### src/rtl/ad5662_frame_writer.sv
// AD5662 SPI frame writer: sends a 24-bit {6'b0, pd, dat} frame whenever the
// requested code/power-down differs from the last one written, or on a force.
module ad5662_frame_writer #(
  parameter int HALF = 4,
  parameter int GAP  = 8
) (
  input  logic        clk,
  input  logic        reset_n,
  input  logic [15:0] dat,
  input  logic [1:0]  pd,
  input  logic        force_wr,
  output logic        sclk,
  output logic        mosi,
  output logic        sync_n,
  output logic        busy,
  output logic        done,
  output logic [15:0] wr_val
);

  localparam int HW = (HALF > 1) ? $clog2(HALF) : 1;
  localparam int GW = $clog2(GAP + 1);

  typedef enum logic [1:0] {S_IDLE, S_SHIFT, S_TAIL, S_GAP} state_t;

  state_t        state, state_nx;
  logic [HW-1:0] hcnt;
  logic          phase;
  logic [4:0]    bcnt;
  logic [GW-1:0] gcnt;
  logic [23:0]   shreg;
  logic [15:0]   last_dat;
  logic [1:0]    last_pd;
  logic          pending;
  logic          trigger, half_end, bit_end, last_bit, gap_end;

  assign trigger  = pending | force_wr | (dat != last_dat) | (pd != last_pd);
  assign half_end = (hcnt == HW'(HALF - 1));
  assign bit_end  = half_end & phase;
  assign last_bit = bit_end & (bcnt == 5'd0);
  assign gap_end  = (gcnt == GW'(GAP));

  always_ff @(posedge clk) begin
    if (!reset_n) state <= S_IDLE;
    else          state <= state_nx;
  end

  always_comb begin
    state_nx = state;
    case (state)
      S_IDLE:  if (trigger)  state_nx = S_SHIFT;
      S_SHIFT: if (last_bit) state_nx = S_TAIL;
      S_TAIL:  if (half_end) state_nx = S_GAP;
      S_GAP:   if (gap_end)  state_nx = S_IDLE;
      default: state_nx = S_IDLE;
    endcase
  end

  always_ff @(posedge clk) begin
    if (!reset_n) begin
      hcnt     <= '0;
      phase    <= 1'b0;
      bcnt     <= 5'd23;
      gcnt     <= '0;
      shreg    <= '0;
      last_dat <= '0;
      last_pd  <= '0;
      pending  <= 1'b1;
      wr_val   <= '0;
    end else begin
      case (state)
        S_IDLE: begin
          hcnt  <= '0;
          phase <= 1'b0;
          bcnt  <= 5'd23;
          gcnt  <= '0;
          if (trigger) begin
            shreg    <= {6'b000000, pd, dat};
            last_dat <= dat;
            last_pd  <= pd;
            pending  <= 1'b0;
          end
        end
        S_SHIFT: begin
          hcnt <= half_end ? '0 : hcnt + HW'(1);
          if (half_end) phase <= ~phase;
          // Shift only at the end of a low phase so mosi moves with sclk rising.
          if (bit_end) begin
            shreg <= {shreg[22:0], 1'b0};
            if (bcnt != 5'd0) bcnt <= bcnt - 5'd1;
          end
        end
        S_TAIL: begin
          hcnt  <= half_end ? '0 : hcnt + HW'(1);
          phase <= 1'b0;
          if (half_end) wr_val <= last_dat;
        end
        S_GAP: gcnt <= gcnt + GW'(1);
        default: ;
      endcase
      // A force seen while busy is remembered and served at the next IDLE.
      if (force_wr && state != S_IDLE) pending <= 1'b1;
    end
  end

  always_comb begin
    sclk   = !(state == S_SHIFT && phase);
    sync_n = !(state == S_SHIFT || state == S_TAIL);
    mosi   = (state == S_SHIFT) ? shreg[23] : 1'b0;
    busy   = (state != S_IDLE);
    done   = (state == S_GAP) && (gcnt == '0);
  end

endmodule

### config.mk
export PLATFORM = sky130hd
export DESIGN_NAME = ad5662_frame_writer
export DESIGN_NICKNAME = d
export VERILOG_FILES = /design/src/rtl/ad5662_frame_writer.sv
export SDC_FILE = /design/constraint.sdc
export NUM_CORES = 1
export LEC_CHECK = 0
export CAP_MARGIN = 20
export CORE_MARGIN = 1
export CORE_UTILIZATION = 51
export CTS_BUF_LIST = sky130_fd_sc_hd__clkbuf_8
export DETAILED_ROUTE_END_ITERATION = 10
export PLACE_DENSITY = 0.8
export RECOVER_POWER = 50
export REMOVE_ABC_BUFFERS = 1
export SLEW_MARGIN = 20
export SYNTH_ARGS = -nofsm -noshare
export SYNTH_HDL_FRONTEND = slang
export SYNTH_SLANG_ARGS = --single-unit
### constraint.sdc
create_clock -name clk -period 2 [get_ports clk]
set_clock_uncertainty 0.05 [all_clocks]
set_input_delay 0.2 -clock clk [delete_from_list [all_inputs] [get_ports clk]]
set_output_delay 0.2 -clock clk [all_outputs]
set_load 0.03 [all_outputs]
==> flow_summary.json, run 1 <==
{
  "worstPathArrival_ns": 1.69,
  "diodes": 0,
  "start_kind": "flop",
  "reg2reg_slack_ns": 0.08,
  "avgSynthCellArea_sq_um": 8.802,
  "cp_max_fo": 22,
  "clock-sinks": 73,
  "clk_pin_slew_ns": 0.07,
  "ir_worst_vdd_mv": 0.5464,
  "synth_cells": 405,
  "finalCritPeriodShare_pct": 96.78,
  "nets": 494,
  "initial_utilization_pct": 52.76,
  "grt_max_degree": 56,
  "wl_per_cell_um": 13.58,
  "holdCritPathClass": "input pin to flop",
  "hold_violations": 0,
  "power_leakage_uw": 0.001843,
  "path_delay_family": "buffers and inverters",
  "num_rows": 30,
  "pwr-share-seq_pct": 40.5,
  "synth_seq_cells": 73,
  "worstHoldPathCells": 2,
  "p_clk_share_pct": 21.3,
  "cp.required_ns": 1.75,
  "endpoint_kind": "output port",
  "drt_wl_total_mm": 7.440,
  "grt_overflow": 0,
  "die-area_sq_mm": 0.007328,
  "clk_latency_ns": 0.36,
  "finalInstanceArea_sq_mm": 0.004322,
  "status": "complete, but fails checks",
  "pwr-share-comb_pct": 38.2,
  "critPathBufInv": 2,
  "drc": 1,
  "fin_crit_ns": 1.936,
  "failed_checks": "DRC",
  "synth.distinct_cells": 37,
  "layout_common_cells": "130 x nand2_1, 73 x dfxtp_1, 44 x mux2i_1",
  "avgViaCountPerCell": 5.162,
  "cts-root-buf": "clkbuf_8",
  "drtIter0Drc": 149,
  "report.final.slew_viol_count": 0,
  "grt_setup_unrepaired": "true",
  "netSwitchingFraction_pct": 34.96,
  "min_delay_worst_endpoint": "state[0]$_SDFFE_PN0P_",
  "cap_viol_max_count": 0,
  "vias": 2829,
  "ios": 42,
  "postCtsSetupRepairBufs": 0,
  "timing.rr.end": "last_dat[2]$_SDFFE_PN0P_",
  "cts_tree": "yes",
  "gp_congestion": 0.7581,
  "worstReg2RegStart": "last_dat[14]$_SDFFE_PN0P_",
  "htreeDepth": 3,
  "synth_edf_count": 0,
  "grt_pass1_vias": 2756,
  "synth_ff_type": "dfxtp_1",
  "die_y_um": 85.61,
  "synthArstFlopShare_pct": 0,
  "netlist_area_sq_mm": 0.003565,
  "dr.pass1.iters": 7,
  "drive_above_1_share_pct": 13.89,
  "cts_hold_buf": 0,
  "worstPathCellList": "ha_1, buf_6, and2_1, buf_4",
  "critPathKind": "flop to output port",
  "ant_nets": 0,
  "reg2reg_depth": 7,
  "p_switching_uw": 1706,
  "utilization_pct": 63.96,
  "min_from": "reset_n",
  "cts_made_buffers": 9,
  "ys_warn_count": 0,
  "power.density_mw_per_mm2": 1129,
  "cp_slowest_cell": "dfxtp_1",
  "finalSetupViolCount": 0,
  "fp.coreArea_sq_mm": 0.006756,
  "synth_seq_area_share_pct": 41.00,
  "area_growth_pct": 21.24,
  "tightest_slew_ns": 0.5298,
  "p_int_uw": 3174,
  "die_x_um": 85.61,
  "grt_antenna_before_repair": 0,
  "grt_util_all_layers_pct": 21.98,
  "cts.path.max_buffers": 2,
  "critPathLaunch": "state[0]$_SDFFE_PN0P_",
  "detailedPlacementHpwl_mm": 5.214,
  "grt_pass1_wl_mm": 12.59,
  "fmax_mhz": 516.7,
  "hold_slack_ns": 0.3106,
  "slew_headroom_pct": 64.68,
  "placed_cell_area_sq_mm": 0.004204,
  "slowest_delay_ns": 0.42,
  "final_common_cell": "nand2_1",
  "io_buffers": 41
}
## cell usage after synthesis, types with 2 or more instances
master,n,area (sq um)
a21boi_0,17,127.6
a21oi_1,5,25.02
and2_1,8,50.05
buf_6,2,22.52
buf_8,2,30.03
clkbuf_1,16,60.06
clkbuf_8,2,27.53
dfxtp_1,73,1461
ha_1,10,125.1
inv_1,10,37.54
mux2_2,17,191.4
mux2i_1,44,440.4
nand2_1,130,488.0
nand3_1,8,40.04
nand4_1,4,25.02
nor2_1,5,18.77
nor2b_1,5,31.28
nor3_1,2,10.01
nor4b_1,2,17.52
o21ai_0,6,30.03
xnor2_1,20,175.2
xor2_1,2,17.52
## flip-flops by register name (all words and copies together) (netlist names)
name and flops:
state 2, gcnt 4, hcnt 2, last_pd 2, bcnt 5, last_dat 16, pending 1, shreg 24
phase 1, wr_val 16
## worst max path at each step
stage | to | slack, ns | cells past startpoint
after floorplan | shreg[0]$_SDFFE_PN0P_ | -0.55 | 5
final | mosi | 0.06 | 4
after global placement | shreg[13]$_SDFFE_PN0P_ | 0.007 | 7
after detailed placement | shreg[6]$_SDFFE_PN0P_ | -0.08 | 7
after global routing | bcnt[3]$_SDFFE_PN0P_ | -0.06 | 7
after CTS | mosi | 0.02 | 4
## per-layer routing
| metal | wire length (um) | GRT usage [%] | vias up |
|---|---|---|---|
| li1 | - | - | 1450 |
| met2 | 3444 | 36.44 | 56 |
| met3 | 264 | 4.042 | 16 |
| met5 | 0 | 0 | - |
| met4 | 160 | 9.697 | 0 |
| met1 | 3570 | 28.03 | 1307 |
## power groups by stage
stage / Combinational [uW] / Clock (uW) / Sequential, uW
floorplan: 1330 / 0 / 1950
global placement: 1910 / 0 / 1990
detailed placement: 1960 / 0 / 2000
CTS: 1960 / 1050 / 1980
global route: 2030 / 1110 / 2010
finish: 1860 / 1040 / 1980
## worst reg2reg max path, delay by kind of cell (launching register included)
| family | cells | cell delay (ns) |
|---|---|---|
| simple gates | 2 | 0.48 |
| buf+inv | 2 | 0.43 |
| flops | 1 | 0.34 |
| xor+xnor | 1 | 0.20 |
| mux | 1 | 0.19 |
| compound gates | 1 | 0.09 |
## cells by family (layout without fill, tap and decap cells)
logic type      after synthesis  in the layout  synth area share (%)
mux                          61             61                 17.73
compound gates               35             35                 6.669
xor+xnor                     22             22                 5.406
flops                        73             73                 41.00
buf+inv                      34             97                 5.230
simple gates                170            170                 20.46
fa+ha+maj                    10             10                 3.510
## metrics by stage
step / power [uW] / worst slack, ns / std cells / setup TNS, ns
2_1_floorplan: 3281 / -0.5523 / 381 / -13.39
3_3_place_gp: 3898 / 0.006829 / 532 / 0
3_5_place_dp: 3963 / -0.08191 / 532 / -1.036
4_1_cts: 4985 / 0.01619 / 548 / 0
5_1_grt: 5150 / -0.05990 / 548 / -0.2080
6_report: 4880 / 0.06448 / 548 / 0
## cell type report
| type | count | area (sq um) |
|---|---|---|
| fill | 581 | 2435 |
| multi-input combinational | 298 | 1908 |
| sequential | 73 | 1461 |
| timing repair buffer | 71 | 640.6 |
| clock buffer | 11 | 151.4 |
| tap | 80 | 100.1 |
| inverter | 10 | 37.54 |
| clock inverter | 5 | 22.52 |
## what timing repair did
action | CTS | global route
gates resized for setup | 3 | 5
setup endpoints to repair | 3 | 5
hold endpoints to repair | 0 | 0
gates cloned | 0 | 0
Note: power is estimated with default switching activity, not from simulation.
==> run 2: changes to the inputs <==
Settings changed: CORE_UTILIZATION 51 to 44, PLACE_DENSITY 0.8 to 0.71.
Clock period 2 ns to 2.03 ns, I/O delays scaled along.
==> run 2 against run 1 <==
Effect of this change:
- wire length fell by 5.8%
- highest routed layer unchanged
- setup slack improved by 0.11 ns
- total power rose by 1.1%
- the run now ends clean
- flip-flop and latch count did not move
- sequential share of layout area rose by 0.18 points
==> flow_summary.json, run 2 (synthesized netlist as in run 1, its figures left out) <==
{
  "nets": 484,
  "gp_congestion": 0.7700,
  "fillCellCount": 742,
  "final_common_cell": "nand2_1",
  "final_cells": 560,
  "cp.required_ns": 1.78,
  "grt_setup_unrepaired": "false",
  "regMostFlops": "shreg",
  "pwr-share-comb_pct": 35.2,
  "dp_cells": 544,
  "tns_ns": 0,
  "cts.path.max_buffers": 2,
  "drive_above_1_share_pct": 12.45,
  "netSwitchingFraction_pct": 32.91,
  "pwr-share-seq_pct": 39.5,
  "fin_crit_ns": 1.859,
  "holdCritPathClass": "input pin to flop",
  "cts-root-buf": "clkbuf_8",
  "endpoint_kind": "output port",
  "detailedPlacementHpwl_mm": 4.917,
  "area_growth_pct": 20.60,
  "drt_wl_total_mm": 7.009,
  "p_int_uw": 3309,
  "slew_headroom_pct": 71.07,
  "cp_max_fo": 24,
  "grt_pass1_wl_mm": 11.92,
  "slowest_delay_ns": 0.42,
  "critPathKind": "flop to output port",
  "power.density_mw_per_mm2": 1147,
  "dr.pass1.iters": 4,
  "cap_viol_max_count": 0,
  "htreeDepth": 3,
  "clk_latency_ns": 0.34,
  "layout_common_cells": "130 x nand2_1, 73 x dfxtp_1, 44 x mux2i_1",
  "diodes": 0,
  "p_switching_uw": 1623,
  "die-area_sq_mm": 0.008466,
  "io_buffers": 41,
  "fmax_mhz": 538.0,
  "vias": 2743,
  "grt_pass1_vias": 2563,
  "finalCritPeriodShare_pct": 91.57,
  "grt_util_all_layers_pct": 17.92,
  "num_rows": 32,
  "cts_tree": "yes",
  "ant_nets": 0,
  "finalSetupViolCount": 0,
  "hold_violations": 0,
  "power_uw": 4932,
  "grt_overflow": 0,
  "cp_slowest_cell": "dfxtp_1",
  "cts_made_buffers": 9,
  "ios": 42,
  "drtIter0Drc": 106,
  "avgViaCountPerCell": 4.898,
  "reg_top3": "shreg x24, last_dat x16, wr_val x16",
  "clock-sinks": 73,
  "report.final.slew_viol_count": 0,
  "postCtsSetupRepairBufs": 0,
  "largest_reg_flops": 24,
  "tightest_slew_ns": 0.4340,
  "grt_max_degree": 58,
  "worstPathCellList": "ha_1, buf_6, and2_1, buf_4",
  "grt_antenna_before_repair": 0,
  "hold_slack_ns": 0.2719,
  "die_y_um": 92.01,
  "p_clk_share_pct": 25.3,
  "clk_pin_slew_ns": 0.07,
  "ir_worst_vdd_mv": 0.4355,
  "fp.coreArea_sq_mm": 0.007767,
  "start_kind": "flop",
  "drc": 0,
  "power_leakage_uw": 0.001803,
  "wl_per_cell_um": 12.52,
  "die_x_um": 92.01,
  "worstPathArrival_ns": 1.61,
  "initial_utilization_pct": 45.89,
  "status": "finished clean"
}
==> run 2: critical path, delay by kind of cell (launching register included) <==
| family | cells | cell delay (ns) |
|---|---|---|
| fa+ha+maj | 1 | 0.25 |
| buf+inv | 2 | 0.40 |
| flops | 1 | 0.42 |
| simple gates | 1 | 0.18 |
==> run 2: layout make-up <==
cell class | instances | area (sq um) | share of cell area [%]
Multi-Input combinational cell | 298 | 1913 | 44.50
Sequential cell | 73 | 1461 | 33.99
Timing Repair Buffer | 61 | 533.0 | 12.40
Clock buffer | 14 | 192.7 | 4.482
Tap cell | 102 | 127.6 | 2.969
Inverter | 10 | 37.54 | 0.8731
Clock inverter | 2 | 33.78 | 0.7858
==> run 2: power groups by stage <==
| stage | logic [uW] | clock network [uW] | registers [uW] |
|---|---|---|---|
| 2_1_floorplan | 1310 | 0 | 1930 |
| 3_3_place_gp | 1800 | 0 | 1970 |
| 3_5_place_dp | 1830 | 0 | 1970 |
| 4_1_cts | 1820 | 1290 | 1940 |
| 5_1_grt | 1920 | 1360 | 1990 |
| 6_report | 1740 | 1250 | 1950 |
==> run 2: worst paths after layout <==
path                               start                   endpoint  slack [ns]  cells past startpoint
hold reg to reg   shreg[19]$_SDFFE_PN0P_     shreg[20]$_SDFFE_PN0P_        0.41                      2
setup reg to reg   state[0]$_SDFFE_PN0P_     shreg[16]$_SDFFE_PN0P_        0.19                      6
setup / recovery   state[0]$_SDFFE_PN0P_                       mosi        0.17                      4
hold / removal                   reset_n  last_dat[12]$_SDFFE_PN0P_        0.27                      3
==> run 2: timing repair <==
action                     in CTS  in global routing
hold buffers                    0                  0
setup endpoints to repair       2                  4
hold endpoints to repair        0                  0
gates resized for setup         2                  6
==> run 2: stage by stage <==
step                      area, sq um  util, %  setup WS [ns]
final                            4299    55.35         0.1712
after global routing             4299    55.35        0.02908
after CTS                        4343    55.91        0.03886
after detailed placement         4119    53.03       -0.03363
after global placement           4119    53.03        0.02870
after floorplan                  3416        -        -0.5223
==> run 2: routing by layer <==
layer | up-vias | global-route usage [%] | routed length [um]
met4 | 0 | 8.594 | 139
met2 | 43 | 27.49 | 3136
met3 | 12 | 3.317 | 267
li1 | 1432 | - | -
met5 | - | 0 | 0
met1 | 1256 | 24.20 | 3465
